<file path="config.mk">
export PLATFORM = sky130hd
export DESIGN_NAME = tff_bank_sequencer_flat
export DESIGN_NICKNAME = d
export VERILOG_FILES = /design/src/rtl/tff_bank_sequencer_if.sv /design/src/rtl/tff_bank_sequencer.sv /design/src/flat_wrapper.sv
export SDC_FILE = /design/constraint.sdc
export NUM_CORES = 1
export LEC_CHECK = 0
export BUFFER_PORTS_ARGS = -buffer_cell sky130_fd_sc_hd__clkbuf_2
export CAP_MARGIN = 10
export CORE_MARGIN = 5
export CORE_UTILIZATION = 35
export DETAILED_ROUTE_END_ITERATION = 12
export PLACE_DENSITY_LB_ADDON = 0.25
export SLEW_MARGIN = 30
export SYNTH_ARGS = -nofsm -noshare
export SYNTH_HDL_FRONTEND = slang
export SYNTH_SLANG_ARGS = --single-unit
export TNS_END_PERCENT = 50
</file>
<file path="constraint.sdc">
create_clock -name clk -period 3.92 [get_ports clk]
set_input_delay 0.392 -clock clk [delete_from_list [all_inputs] [get_ports clk]]
set_output_delay 0.392 -clock clk [all_outputs]
set_load 0.01 [all_outputs]
</file>
<file path="src/rtl/tff_bank_sequencer_if.sv">
// Control/status bundle between the counter control logic and the
// TFF bank sequencer. The master drives the run requests and the
// sampled parameters; the slave (the sequencer) reports bank state.
interface tff_bank_sequencer_if #(
  parameter int WIDTH = 4
);
  logic             start;
  logic             stop;
  logic             dir;
  logic             mode;
  logic [WIDTH-1:0] limit;
  logic [WIDTH-1:0] q;
  logic [WIDTH-1:0] q_bar;
  logic [WIDTH-1:0] t_vec;
  logic             busy;
  logic             done;
  logic             tc;

  modport master (
    output start, stop, dir, mode, limit,
    input  q, q_bar, t_vec, busy, done, tc
  );

  modport slave (
    input  start, stop, dir, mode, limit,
    output q, q_bar, t_vec, busy, done, tc
  );
endinterface

</file>
<file path="src/rtl/tff_bank_sequencer.sv">
// Sequencer for a bank of toggle flip-flops used as an up/down counter.
// Every state change of the bank is expressed as a toggle vector
// (q <= q ^ t_vec), including loads, so this block owns all enables.
module tff_bank_sequencer #(
  parameter int WIDTH = 4
) (
  input  logic                 clk,
  input  logic                 rst,
  tff_bank_sequencer_if.slave  bus
);

  typedef enum logic [1:0] {
    ST_IDLE = 2'd0,
    ST_RUN  = 2'd1,
    ST_DONE = 2'd2
  } state_t;

  state_t           state_q, state_d;
  logic [WIDTH-1:0] q_q, q_d;
  logic [WIDTH-1:0] lim_q, lim_d;
  logic             dir_q, dir_d;
  logic             mode_q, mode_d;

  logic [WIDTH-1:0] up_t;
  logic [WIDTH-1:0] dn_t;
  logic [WIDTH-1:0] start_init;
  logic [WIDTH-1:0] reload_init;
  logic [WIDTH-1:0] end_val;
  logic [WIDTH-1:0] t_vec_c;
  logic             tc_c;

  // Ripple toggle enables: a bit toggles when all lower bits are ones
  // (counting up) or all lower bits are zeros (counting down).
  assign up_t[0] = 1'b1;
  assign dn_t[0] = 1'b1;
  generate
    for (genvar gi = 1; gi < WIDTH; gi++) begin : g_toggle
      assign up_t[gi] = &q_q[gi-1:0];
      assign dn_t[gi] = &(~q_q[gi-1:0]);
    end
  endgenerate

  // Load value for a fresh start uses the live inputs; reloads and the
  // terminal compare use only the values latched at start.
  assign start_init  = bus.dir ? bus.limit : '0;
  assign reload_init = dir_q   ? lim_q     : '0;
  assign end_val     = dir_q   ? '0        : lim_q;

  // Next-state, toggle vector and terminal-count decode.
  always_comb begin
    state_d = state_q;
    lim_d   = lim_q;
    dir_d   = dir_q;
    mode_d  = mode_q;
    t_vec_c = '0;
    tc_c    = 1'b0;
    if (rst) begin
      state_d = ST_IDLE;
      lim_d   = '0;
      dir_d   = 1'b0;
      mode_d  = 1'b0;
    end else begin
      case (state_q)
        ST_RUN: begin
          if (bus.stop) begin
            state_d = ST_IDLE;
          end else if (q_q == end_val) begin
            tc_c = 1'b1;
            if (mode_q) begin
              t_vec_c = q_q ^ reload_init;
            end else begin
              state_d = ST_DONE;
            end
          end else begin
            t_vec_c = dir_q ? dn_t : up_t;
          end
        end
        default: begin
          // IDLE and DONE both accept a new start.
          if (bus.start) begin
            lim_d   = bus.limit;
            dir_d   = bus.dir;
            mode_d  = bus.mode;
            t_vec_c = q_q ^ start_init;
            state_d = ST_RUN;
          end
        end
      endcase
    end
    q_d = rst ? '0 : (q_q ^ t_vec_c);
  end

  // Single register stage for the FSM, the bank and the latched run setup.
  always_ff @(posedge clk) begin
    state_q <= state_d;
    q_q     <= q_d;
    lim_q   <= lim_d;
    dir_q   <= dir_d;
    mode_q  <= mode_d;
  end

  assign bus.q     = q_q;
  assign bus.q_bar = ~q_q;
  assign bus.t_vec = t_vec_c;
  assign bus.busy  = (state_q == ST_RUN);
  assign bus.done  = (state_q == ST_DONE);
  assign bus.tc    = tc_c;

endmodule

</file>
<file path="src/flat_wrapper.sv">
// flat-port wrapper written by rule: the top's interface ports become plain ports
module tff_bank_sequencer_flat 
#(
  parameter int WIDTH = 4
)
  (clk, rst, bus_start, bus_stop, bus_dir, bus_mode, bus_limit, bus_q, bus_q_bar, bus_t_vec, bus_busy, bus_done, bus_tc);
  tff_bank_sequencer_if #(.WIDTH(WIDTH)) bus_i ();
  input  logic clk;
  input  logic rst;
  input wire logic [$bits(bus_i.start)-1:0] bus_start;
  input wire logic [$bits(bus_i.stop)-1:0] bus_stop;
  input wire logic [$bits(bus_i.dir)-1:0] bus_dir;
  input wire logic [$bits(bus_i.mode)-1:0] bus_mode;
  input wire logic [$bits(bus_i.limit)-1:0] bus_limit;
  output wire logic [$bits(bus_i.q)-1:0] bus_q;
  output wire logic [$bits(bus_i.q_bar)-1:0] bus_q_bar;
  output wire logic [$bits(bus_i.t_vec)-1:0] bus_t_vec;
  output wire logic [$bits(bus_i.busy)-1:0] bus_busy;
  output wire logic [$bits(bus_i.done)-1:0] bus_done;
  output wire logic [$bits(bus_i.tc)-1:0] bus_tc;
  assign bus_i.start = bus_start;
  assign bus_i.stop = bus_stop;
  assign bus_i.dir = bus_dir;
  assign bus_i.mode = bus_mode;
  assign bus_i.limit = bus_limit;
  assign bus_q = bus_i.q;
  assign bus_q_bar = bus_i.q_bar;
  assign bus_t_vec = bus_i.t_vec;
  assign bus_busy = bus_i.busy;
  assign bus_done = bus_i.done;
  assign bus_tc = bus_i.tc;
  tff_bank_sequencer #(.WIDTH(WIDTH)) u_core (.clk(clk), .rst(rst), .bus(bus_i));
endmodule
</file>
==> run metrics, run 1 <==
largest fanout on the critical path=9; hold path cells=3; Die Span X=62.7 µm; post-layout minimum cycle time=2.52 ns; reg2reg setup slack=1.86 ns; I/O pin cnt=25; predominant post-synthesis flop cell=dfxtp_1; Avg Inst Size Synth=7.55 µm²; Syn Std Cell Area=973 µm²; Worst EP arrival=2.12 ns; FFs w/ async S/R, synth=0%; overall die area=3940 µm²; Synth top cells by count=28 x nand2_1, 13 x nor2_1, 12 x dfxtp_1; CTS root buffer=clkbuf_4; Place WS=1.70 ns; final wirelength=2470 µm; Hold Crit Class=in -> reg; Switching Share=40.8%; PwrDens=472 nW/µm²; most frequent cell after synthesis=nand2_1; top cell type's share of synthesized area=24.7%; Worst R2R Path Depth=5; GRT overflow=0; antenna-violating nets left=0; YS warnings=0; I/O Buffers=24; CP required=3.53 ns; largest net degree at the start of global routing=23; Initial DRC Count=33; clock slew seen by the registers of the worst setup and hold paths=0.08 ns; htree depth=1; CTS Sinks=12; Yosys top cell by area=dfxtp_1; fillers=301; Seq/Total Area, Yosys=24.7%; measured slew at the worst slew-check pin=0.512 ns; vias in the first global route=909; final setup margin=1.40 ns; final clock skew=0.00246 ns; Post-synth EDFFs=0; Setup-failing EPs final=0; clock network power share=19.4%; Ant. Diodes=0; CTS tree=done; initial core utilization=35.9%; Tcrit/Tclk final=64.2%; Hold Buf Count CTS=0; vias per cell=5.27; Crit Path Category=reg -> out; Sequential Power Share=34.0%; Max-Cap Viols=0; clk_lat worst skew=0.28 ns; WL per Instance=13.6 µm; # nets final=162; post-CTS setup buffer count=0; net load switching power=215 µW; Final Hold Vio Count=0; Startpoint Class=flip-flop; RSZ-0062 raised after global routing=false; Num CTS Buffers=3; cells after synthesis=129; setup_tns=0 ns; f_max=397 MHz; maximum vdd ir drop=0.268 mV; syn_nets=139; core area=2710 µm²; initial antenna violation count=0; Die Height=62.7 µm; GPL Wtd Cong=0.861; fraction of layout cells with a size suffix above 1=23.2%; Leak=0.479 nW; routed via count=959; dpl hpwl=1830 µm; Worst slew margin=65.8%; gr usage total=13.4%; DR pass1 iterations=4; combinational share of power=46.6%; post-synthesis cell type count=35; #FFs+latches synth=12; DRC viols=0; outcome=completed; Max Slew Vio Count=0; first-pass GRT wire length=4370 µm; Internal Dissipation=312 µW; Rows=19; CTS Buffer Depth=2; Area Growth Syn to Fin=14.8%; Resized cells post-CTS=0; dominant cells by area after synthesis=dfxtp_1 25%, nand2_1 11%, xnor2_1 6.3%; Util after Layout=41.2%; Setup crit end kind=output port
metal layers:
metal	routed length, µm	global-route usage, %	vias to the layer above
met5	0	0	-
met4	8	2.39	0
met3	143	4.68	2
met2	1110	21.4	24
met1	1210	17.4	446
li1	-	-	487
critical path: stages (launching register included):
cell and delay (ns):
dfxtp_1 0.55, inv_2 0.13, o211a_2 0.19, o32ai_4 0.41
mux2i_1 0.31, a21oi_1 0.10, clkbuf_2 0.15
layout by cell type (no fill, tap or decap):
cell and instances:
nor2b_1 1, o211a_2 1, clkbuf_8 1, o32ai_4 1
nor2_1 13, mux2_1 3, o32a_2 1, and2_1 2
nand3b_1 2, inv_1 3, nor3b_1 1, o21ai_0 4
nand3_1 2, xor2_1 3, clkbuf_4 3, and3b_1 3
a211oi_1 2, nor4_1 1, nor4bb_1 1, a22o_1 1
nor3b_2 1, nor4_2 1, o211ai_1 3, o21bai_1 2
a21oi_1 10, clkbuf_2 24, inv_2 2, nand2b_1 3
a21boi_0 2, nand2_1 28, xnor2_1 7, mux2i_1 4
nor3_1 3, dfxtp_1 12
path summary, 6_finish.rpt:
kind / from / endpoint
worst max register to register: u_core.bus.q[0] / u_core.bus.q[2]
worst min register to register: u_core.lim_q[3] / u_core.lim_q[3]
worst max-delay path: u_core.bus.q[0] / bus_t_vec[3]
worst min-delay path: bus_mode / u_core.mode_q
layout make-up:
cell class	count	area, µm²	share of cell area, %
tap	31	38.8	3.47
multi-input combinational	106	663	59.4
sequential	12	240	21.5
timing repair buffer	24	120	10.8
clock buffer	4	36.3	3.25
inverter	5	18.8	1.68
cell families (layout without fill, tap and decap cells):
group                     count (synthesis)  count (layout)  synth area share, %
and+or+nand+nor                          62              62                 31.5
muxes                                     7               7                 7.58
xor gates and xnor gates                 10              10                 9.00
DFF                                      12              12                 24.7
AOI/OAI and AO/OA                        27              27                 20.1
buffers and inverters                    11              33                 7.20
through the flow:
stage | instance area [µm²] | power [mW] | hold WS (ns) | std cells
floorplan | 973 | 0.370 | 0.466 | 129
global placement | 1080 | 0.424 | 0.491 | 178
detailed placement | 1080 | 0.428 | 0.497 | 178
CTS | 1120 | 0.534 | 0.312 | 182
global route | 1120 | 0.568 | 0.323 | 182
finish | 1120 | 0.528 | 0.327 | 182
registers in the layout, summed over array words and instances (netlist names):
register / flops
u_core.mode_q: 1
u_core.state_q: 2
u_core.lim_q: 4
u_core.dir_q: 1
u_core.bus.q: 4
power groups by stage:
stage / Clock (mW) / Combinational [mW] / Sequential (mW)
floorplan: 0 / 0.206 / 0.164
global placement: 0 / 0.243 / 0.181
detailed placement: 0 / 0.245 / 0.183
CTS: 0.107 / 0.248 / 0.180
global route: 0.111 / 0.271 / 0.185
finish: 0.102 / 0.246 / 0.180
Note: power is estimated with default switching activity, not from simulation.
==> run 2, diff against run 1 <==
--- a/config.mk
+++ b/config.mk
@@ -5,6 +5,7 @@
 export SDC_FILE = /design/constraint.sdc
 export NUM_CORES = 1
 export LEC_CHECK = 0
+export ABC_AREA = 1
 export BUFFER_PORTS_ARGS = -buffer_cell sky130_fd_sc_hd__clkbuf_2
 export CAP_MARGIN = 10
 export CORE_MARGIN = 5
==> constraint.sdc (replaced) <==
create_clock -name clk -period 2.4 [get_ports clk]
set_input_delay 0.24 -clock clk [delete_from_list [all_inputs] [get_ports clk]]
set_output_delay 0.24 -clock clk [all_outputs]
set_load 0.01 [all_outputs]
==> run 2 against run 1 <==
Net effect:
- combinational power increased by 36%
- die area grew 0.11%
- sequential share of layout area is 0.79 points lower
- synthesized cell count up 18%
- largest cell class unchanged
==> run metrics, run 2 <==
clk_lat worst skew=0.28 ns (about the same); total power draw=757 µW (+43%); Initial DRC Count=31 (-6.1%); Rows=19 (unchanged); WL per Instance=12.8 µm (-5.2%); Syn Std Cell Area=975 µm² (+0.13%); # nets final=189 (+17%); final wirelength=2690 µm (+8.8%); post-synthesis cell type count=23 (-34%); Num CTS Buffers=3 (unchanged); Area Growth Syn to Fin=19.0%; PwrDens=653 nW/µm² (+38%); Util after Layout=42.8% (+1.6 points); vias per cell=5.09 (-3.4%); Crit Path Category=reg -> out; Yosys top cell by area=dfxtp_1; antenna-violating nets left=0 (unchanged); Startpoint Class=flip-flop; setup_tns=0 ns (unchanged); Die Height=62.8 µm (about the same); met2 wire len=1300 µm (+17%); predominant post-synthesis flop cell=dfxtp_1; Leak=0.567 nW (+19%); CTS tree=done; GRT overflow=0 (unchanged); vias in the first global route=1039 (+14%); YS warnings=0 (unchanged); overall die area=3940 µm² (+0.11%); top routing layer used=met4; Resized cells post-CTS=0 (unchanged); post-layout minimum cycle time=2.17 ns; syn_nets=162 (+17%); DR pass1 iterations=4 (unchanged); top cell type's share of synthesized area=24.6% (-0.032 points); Place WS=0.529 ns (-1.17 ns); htree depth=1 (unchanged); initial core utilization=36.0% (+0.046 points); dpl hpwl=2100 µm (+15%); Synth top cells by count=34 x nand2_1, 23 x nor2_1, 21 x nand3_1; CTS Sinks=12 (unchanged); hold path cells=3 (unchanged); largest net degree at the start of global routing=12 (-48%); largest registers=u_core.bus.q x4, u_core.lim_q x4, u_core.state_q x2; most frequent cells in the layout=34 x nand2_1, 24 x clkbuf_2, 23 x nor2_1; I/O Buffers=24 (unchanged); final setup margin=0.228 ns (-1.18 ns); DRC viols=0 (unchanged); CTS Buffer Depth=2 (unchanged); most frequent cell after synthesis=nand2_1; most common cell after layout, fill and taps aside=nand2_1; initial antenna violation count=0 (unchanged); Worst EP arrival=1.93 ns (-0.19 ns); fraction of layout cells with a size suffix above 1=33.7% (+11 points); maximum vdd ir drop=0.362 mV (+35%); Hold Crit Class=in -> reg; Die Span X=62.8 µm (about the same); Final Hold Vio Count=0 (unchanged); outcome=completed; core area=2710 µm² (unchanged); cells after synthesis=152 (+18%); Worst R2R Path Depth=11 (+6); Max-Cap Viols=0 (unchanged); CP required=2.16 ns (-1.37 ns); clock slew seen by the registers of the worst setup and hold paths=0.08 ns (about the same); gr usage total=14.3% (+0.90 points); Met3 Routed Length=119 µm (-17%); first-pass GRT wire length=4640 µm (+6.2%); routed via count=1064 (+11%); Setup-failing EPs final=0 (unchanged); Avg Inst Size Synth=6.41 µm² (-15%); Setup crit end kind=output port; Tcrit/Tclk final=90.5%; measured slew at the worst slew-check pin=0.354 ns (-0.158 ns); dominant cells by area after synthesis=dfxtp_1 25%, nand2_1 13%, nand3_1 11%; GPL Wtd Cong=0.857 (-0.46%); I/O pin cnt=25 (unchanged); Ant. Diodes=0 (unchanged); largest fanout on the critical path=11 (+2); Hold Buf Count CTS=0 (unchanged); f_max=460 MHz; CTS root buffer=clkbuf_4; Worst slew margin=76.4% (+11 points); post-CTS setup buffer count=0 (unchanged); RSZ-0062 raised after global routing=false; FFs w/ async S/R, synth=0% (unchanged); final clock skew=0.00384 ns (+0.00138 ns); Max Slew Vio Count=0 (unchanged); Post-synth EDFFs=0 (unchanged); #FFs+latches synth=12 (unchanged); Seq/Total Area, Yosys=24.6% (-0.032 points); WL met1=1230 µm (+2.0%)
## run 2: changes by cell type in the layout (fill, tap and decap cells not counted), moves of 4 or more
cell,delta
nand3_2,+4
a21oi_1,-4
nand3_1,+19
nand2_1,+6
nor2_1,+10
mux2i_1,-4
xnor2_1,-7
o21ai_0,+6
inv_2,+6
nand2_4,+4
nand2_2,+8
## run 2: logic make-up after synthesis
logic type | after synthesis | synth area share [%]
simple gates | 102 | 55.1
compound gates | 21 | 12.2
buf+inv | 15 | 6.29
flops | 12 | 24.6
xor+xnor | 2 | 1.80
## run 2: critical path, cell delays in order, from the launching register on
cell and delay [ns]:
dfxtp_1 0.54, inv_2 0.17, nand3_1 0.15, nand2_4 0.08, nor2_8 0.14, nand2_4 0.09
o21ai_2 0.07, nand3_2 0.11, nand2_2 0.08, inv_2 0.04, nor2_1 0.07, clkbuf_2 0.13
## run 2: metal layers
| metal | track usage [%] | up-vias |
|---|---|---|
| met1 | 17.7 | 486 |
| met4 | 4.24 | 0 |
| met2 | 23.4 | 23 |
| met3 | 4.50 | 4 |
| li1 | - | 551 |
| met5 | 0 | - |
## run 2: area by class of cell
class                   count  area, µm²
well taps                  31       38.8
clock buffers               4       36.3
fillers                   325       1550
flip-flops and latches     12        240
inverters                  13       51.3
repair buffers             24        120
multi-input cells         125        673
## run 2: final timing paths
kind	end	slack [ns]	from
worst min register to register	u_core.state_q[0]	0.52	u_core.state_q[0]
worst max-delay path	bus_t_vec[1]	0.23	u_core.dir_q
worst min-delay path	u_core.mode_q	0.19	bus_mode
worst max register to register	u_core.bus.q[1]	0.74	u_core.dir_q
## run 2: power by group
group / total (mW) / internal, mW / leakage, nW / switching [mW]
clock: 0.168 / 0.0922 / 0.0210 / 0.0759
combinational: 0.334 / 0.122 / 0.447 / 0.212
sequential: 0.254 / 0.220 / 0.0991 / 0.0342
total: 0.757 / 0.435 / 0.567 / 0.322
## run 2: through the flow
| stage | hold WS, ns | instances | area [µm²] |
|---|---|---|---|
| 2_1_floorplan | 0.309 | 152 | 975 |
| 3_3_place_gp | 0.468 | 205 | 1120 |
| 3_5_place_dp | 0.486 | 205 | 1120 |
| 4_1_cts | 0.187 | 209 | 1160 |
| 5_1_grt | 0.191 | 209 | 1160 |
| 6_report | 0.192 | 209 | 1160 |
